File: config.mk
export PLATFORM = sky130hd
export DESIGN_NAME = mul_int_seq
export DESIGN_NICKNAME = d
export VERILOG_FILES = /design/src/rtl/mul_int_seq.sv
export SDC_FILE = /design/constraint.sdc
export NUM_CORES = 1
export LEC_CHECK = 0
export CORE_MARGIN = 4
export CORE_UTILIZATION = 50
export CTS_CLUSTER_DIAMETER = 50
export CTS_CLUSTER_SIZE = 20
export DETAILED_ROUTE_END_ITERATION = 10
export PLACE_DENSITY = 0.82
export SLEW_MARGIN = 10
export SYNTH_ARGS = -nofsm -noshare
export SYNTH_HDL_FRONTEND = slang
export SYNTH_SLANG_ARGS = --single-unit
File: constraint.sdc
create_clock -name clk -period 6.6 [get_ports clk]
set_input_delay 1.98 -clock clk [delete_from_list [all_inputs] [get_ports clk]]
set_output_delay 1.98 -clock clk [all_outputs]
set_load 0.05 [all_outputs]
File: src/rtl/mul_int_seq.sv
// rtl/mul_int_seq.sv - iterative shift-add integer multiplier with valid/ready handshakes
//
// Purpose:
//   Multiplies two WIDTH-bit operands, signed or unsigned per operation,
//   into an exact 2*WIDTH-bit product. BITS_PER_CYCLE multiplier bits are
//   retired per clock, so one operation takes N = WIDTH/BITS_PER_CYCLE
//   cycles in BUSY. Only one operation is in flight at a time.
//
// Ports:
//   clk        rising-edge clock
//   rst        asynchronous active-high reset
//   in_valid   operands presented
//   in_ready   block idle and able to accept an operation
//   A, B       multiplicand / multiplier (WIDTH bits)
//   is_signed  1 = two's-complement operands, 0 = unsigned
//   out_valid  product available
//   out_ready  consumer accepts the product
//   P_lo/P_hi  low / high WIDTH bits of the product, held until the next result
module mul_int_seq #(
   parameter int WIDTH          = 16,
   parameter int BITS_PER_CYCLE = 1
) (
   input  logic             clk,
   input  logic             rst,
   input  logic             in_valid,
   output logic             in_ready,
   input  logic [WIDTH-1:0] A,
   input  logic [WIDTH-1:0] B,
   input  logic             is_signed,
   output logic             out_valid,
   input  logic             out_ready,
   output logic [WIDTH-1:0] P_lo,
   output logic [WIDTH-1:0] P_hi
);

   localparam int N     = WIDTH / BITS_PER_CYCLE;
   localparam int CNT_W = (N > 1) ? $clog2(N) : 1;
   localparam int PW    = 2 * WIDTH;

   typedef enum logic [1:0] {
      S_IDLE,
      S_BUSY,
      S_DONE
   } state_t;

   state_t             state_q, state_d;
   logic [PW-1:0]      acc_q, acc_d;
   logic [PW-1:0]      mcand_q, mcand_d;
   logic [WIDTH-1:0]   mplier_q, mplier_d;
   logic [CNT_W-1:0]   cnt_q, cnt_d;
   logic               neg_q, neg_d;
   logic [PW-1:0]      p_q, p_d;

   logic [WIDTH-1:0]   a_mag;
   logic [WIDTH-1:0]   b_mag;
   logic [PW-1:0]      partial;
   logic [PW-1:0]      acc_sum;

   // Magnitudes of the operands. For the most-negative value the negation
   // wraps back to 100..0, which is exactly its magnitude read as unsigned.
   assign a_mag = (is_signed && A[WIDTH-1]) ? -A : A;
   assign b_mag = (is_signed && B[WIDTH-1]) ? -B : B;

   // Partial product for this iteration: the already-shifted multiplicand
   // times the lowest BITS_PER_CYCLE bits of the right-shifting multiplier.
   always_comb begin
      partial = '0;
      for (int j = 0; j < BITS_PER_CYCLE; j++) begin
         if (mplier_q[j]) begin
            partial = partial + (mcand_q << j);
         end
      end
   end

   assign acc_sum = acc_q + partial;

   always_comb begin
      state_d  = state_q;
      acc_d    = acc_q;
      mcand_d  = mcand_q;
      mplier_d = mplier_q;
      cnt_d    = cnt_q;
      neg_d    = neg_q;
      p_d      = p_q;

      case (state_q)
         S_IDLE: begin
            if (in_valid) begin
               mcand_d  = {{WIDTH{1'b0}}, a_mag};
               mplier_d = b_mag;
               neg_d    = is_signed & (A[WIDTH-1] ^ B[WIDTH-1]);
               cnt_d    = '0;
               acc_d    = '0;
               state_d  = S_BUSY;
            end
         end
         S_BUSY: begin
            acc_d    = acc_sum;
            mcand_d  = mcand_q << BITS_PER_CYCLE;
            mplier_d = mplier_q >> BITS_PER_CYCLE;
            cnt_d    = cnt_q + CNT_W'(1);
            if (cnt_q == CNT_W'(N - 1)) begin
               // Sign is applied on the last iteration edge so the product
               // is already final in the cycle out_valid rises.
               p_d     = neg_q ? -acc_sum : acc_sum;
               state_d = S_DONE;
            end
         end
         S_DONE: begin
            if (out_ready) begin
               state_d = S_IDLE;
            end
         end
         default: begin
            state_d = S_IDLE;
         end
      endcase
   end

   always_ff @(posedge clk or posedge rst) begin
      if (rst) begin
         state_q  <= S_IDLE;
         acc_q    <= '0;
         mcand_q  <= '0;
         mplier_q <= '0;
         cnt_q    <= '0;
         neg_q    <= 1'b0;
         p_q      <= '0;
      end else begin
         state_q  <= state_d;
         acc_q    <= acc_d;
         mcand_q  <= mcand_d;
         mplier_q <= mplier_d;
         cnt_q    <= cnt_d;
         neg_q    <= neg_d;
         p_q      <= p_d;
      end
   end

   // Handshake outputs decode registered state only.
   assign in_ready  = (state_q == S_IDLE);
   assign out_valid = (state_q == S_DONE);
   assign P_lo      = p_q[WIDTH-1:0];
   assign P_hi      = p_q[PW-1:WIDTH];

endmodule

==> qor.csv <==
stage,metric,value,unit
timing,"Hold Vio Cnt, Final",0,
logic_synthesis,sequential element share of the synthesized area,36.84,%
die,die height,135.2,um
finish,share of cells above drive strength 1,6.375,%
timing,highest clock rate,210.2,MHz
logic_synthesis,Synth Area per Inst,8.518,um^2
logic_synthesis,Syn Inst Count,949,
logic_synthesis,Post-Syn Area,8084,um^2
clock_tree,# hold bufs at CTS,0,
placement,input/output buffers,70,
timing,Final Max Tran Viols,0,
critical_path,Reg-to-Reg End,p_q[30]$_DFFE_PP0P_,
logic_synthesis,cell taking the most area after synthesis,dfrtp_1,
critical_path,internal reg-to-reg setup slack,1.84,ns
critical_path,"Max FO, Critical Path",33,
logic_synthesis,Post-synth EDFFs,0,
clock_tree,CTS max path bufs,2,
finish,post-route cell area,9534,um^2
global_route,GRT overflow,0,
global_route,initial antenna violation count,0,
placement,DP HPWL,13410,um
timing,final setup skew,0.008259,ns
min_path,WHS Path Cells,2,
critical_path,Worst Setup Start Kind,flip-flop,
critical_path,"CP delay by family, top",simple AND/OR/NAND/NOR gates,
clock_tree,H-Tree Depth,4,
clock_tree,post-CTS setup buffer count,0,
clock_tree,Worst-path clk slew,0.05,ns
job,max-cap violations,0,
drt,vias,7095,
critical_path,cell mode on critical path,and2_1,
global_route,first-pass GRT wire length,31570,um
clock_tree,Resize count post-CTS,0,
min_path,worst hold path startpoint,p_q[6]$_DFFE_PP0P_,
finish,area delta synth->final,17.94,%
critical_path,critical path's slowest cell,dfrtp_1,
logic_synthesis,asr flop ratio synth,100.0,%
drt,via/cell ratio,5.816,
die,Initial Util,50.89,%
critical_path,chain of cells forming the critical path,and2_1 -> ha_1 -> fa_1 -> and3_1 -> or3_1 -> and2_1 -> nor3_1 -> nand4bb_1 -> or4b_4 -> or3_4 -> nor4_2 -> mux2_2 -> o22ai_1,
power_and_ir_drop,Worst VDD drop,0.0002649,V
timing,# setup viols final,0,
placement,RePlAce Congestion,0.9307,
die,Top-Level Pins,71,
die,CORE AREA,15890,um^2
timing,RSZ-0062 raised after global routing,no,
logic_synthesis,post-synth top area share,36.84,%
critical_path,critical path type,flip-flop to flip-flop,
logic_synthesis,ys flop type,dfrtp_1,
drt,initial DRC count,517,
power_and_ir_drop,Power Density,546.9,nW/um^2
finish,ant diodes,0,
timing,Tmin final,4.757,ns
timing,Slew HR,27.66,%
clock_tree,TritonCTS Buffers,17,
global_route,gr usage total,21.21,%
critical_path,nature of the critical path endpoint,flip-flop,
min_path,Hold Path Class,flip-flop to flip-flop,
critical_path,Max stage delay on crit path,0.63,ns
global_route,largest net degree at the start of global routing,84,
die,die width,135.2,um
drt,DR WL/cell,15.59,um
logic_synthesis,Area contributors post-synth,"dfrtp_1 37%, o21ai_0 7.8%, nand2_1 6.7%, ha_1 5.4%, xnor2_1 4.3%",
timing,worst slew pin tran,1.081,ns
logic_synthesis,synthesis-stage register bit count,119,
timing,period utilization,72.07,%
critical_path,cells on worst reg2reg path,13,
drt,drt total wl,19020,um
critical_path,CP Buf/Inv Count,0,
logic_synthesis,syn nets,1022,
clock_tree,Root Driver,clkbuf_16,
critical_path,Worst EP arrival,5.08,ns
drt,DRC Markers,0,
min_path,Worst Hold End,p_q[6]$_DFFE_PP0P_,
finish,Fillers,1388,
clock_tree,CTS Sinks,119,
status,run status,"complete, no violations",
clock_tree,"Clk Latency, worst-skew pair",0.42,ns
logic_synthesis,post-synth cell types,72,
die,floorplan row count,46,
critical_path,reg2reg start,mplier_q[0]$_DFFE_PP0P_,
drt,Antenna Nets Post-Route,0,
power_and_ir_drop,Pleak,4.020,nW
placement,Post-DP Area,8911,um^2
logic_synthesis,Yosys warning total,0,
drt,Detailed Routing Iterations Pass 1,5,
die,die area,18270,um^2
timing,setup_tns,0,ns
finish,"most common cell after layout, fill and taps aside",nand2_1,
critical_path,WP data required,6.92,ns
timing,worst hold slack,0.4742,ns
clock_tree,CTS tree,built,
global_route,number of global-route vias before repair,6606,
finish,most frequent cells in the layout,"144 x nand2_1, 126 x o21ai_0, 119 x dfrtp_1, 70 x clkdlybuf4s50_1, 47 x and2_1",
finish,number of nets in the final layout,1065,
-- synthesized netlist by cell type (all sizes together), types with 12 or more instances --
cell,count
ha,35
nor2,42
o21ai,136
xnor2,41
or3,14
and2,47
a211oi,12
a22o,13
nand2,145
a21oi,38
inv,16
dfrtp,119
clkbuf,44
nor3,13
a22oi,31
nand3,30
xor2,35
-- power breakdown --
group          switching [mW]  internal, mW  total (mW)
registers               0.238          1.05        1.29
clock network           0.319         0.657       0.977
logic                    1.84          1.11        2.95
total                    2.39          2.82        5.21
-- layer usage --
layer,track usage [%],part of all wire [%]
met1,29.25,46
met2,33.35,45
met3,4.458,6.7
met4,7.335,1.8
met5,0,0
-- metrics by stage --
step	setup slack, ns	power [mW]	utilization, %	cells
2_1_floorplan	1.463	3.484	-	949
3_3_place_gp	2.021	4.088	56.10	1189
3_5_place_dp	1.904	4.181	56.10	1189
4_1_cts	1.865	5.195	60.02	1220
5_1_grt	1.488	5.595	60.02	1220
6_report	1.843	5.214	60.02	1220
-- sequential cells by signal, indices dropped and copies added (netlist names) --
register	flops
acc_q	32
mcand_q	32
p_q	32
mplier_q	16
cnt_q	4
state_q	2
neg_q	1
-- logic make-up (layout without fill, tap and decap cells) --
group                      count (synthesis)  count (layout)  share of synthesized area, %
and+or+nand+nor                          344             344                         21.11
AOI/OAI and AO/OA                        297             297                         23.62
DFF                                      119             119                         36.84
xor gates and xnor gates                  76              76                         8.327
buffers and inverters                     67             122                         3.173
adders and majority gates                 36              36                         5.665
muxes                                     10              10                         1.269
-- layout make-up --
| class | count | area (um^2) | area share [%] |
|---|---|---|---|
| inverters | 16 | 62.56 | 0.6562 |
| multi-input cells | 763 | 4862 | 51.00 |
| well taps | 216 | 270.3 | 2.835 |
| flip-flops and latches | 119 | 2978 | 31.23 |
| clock buffers | 23 | 478.0 | 5.013 |
| repair buffers | 75 | 738.2 | 7.743 |
| clock inverters | 8 | 145.1 | 1.522 |
-- worst min-delay path, delay by kind of cell, from the launching register on --
| family | cells | cell delay (ns) |
|---|---|---|
| AOI/OAI and AO/OA | 1 | 0.06 |
| DFF | 1 | 0.33 |
| and+or+nand+nor | 1 | 0.05 |
-- worst max path at each step --
stage,slack [ns],to,from,cells past startpoint
finish,1.84,p_q[30]$_DFFE_PP0P_,mplier_q[0]$_DFFE_PP0P_,13
global route,1.49,p_q[29]$_DFFE_PP0P_,mplier_q[0]$_DFFE_PP0P_,13
CTS,1.87,p_q[30]$_DFFE_PP0P_,mplier_q[0]$_DFFE_PP0P_,13
detailed placement,1.90,p_q[30]$_DFFE_PP0P_,mplier_q[0]$_DFFE_PP0P_,13
global placement,2.02,p_q[30]$_DFFE_PP0P_,mplier_q[0]$_DFFE_PP0P_,13
floorplan,1.46,acc_q[0]$_DFFE_PP0P_,rst,1
No activity file was read; power rests on OpenSTA's default activity.
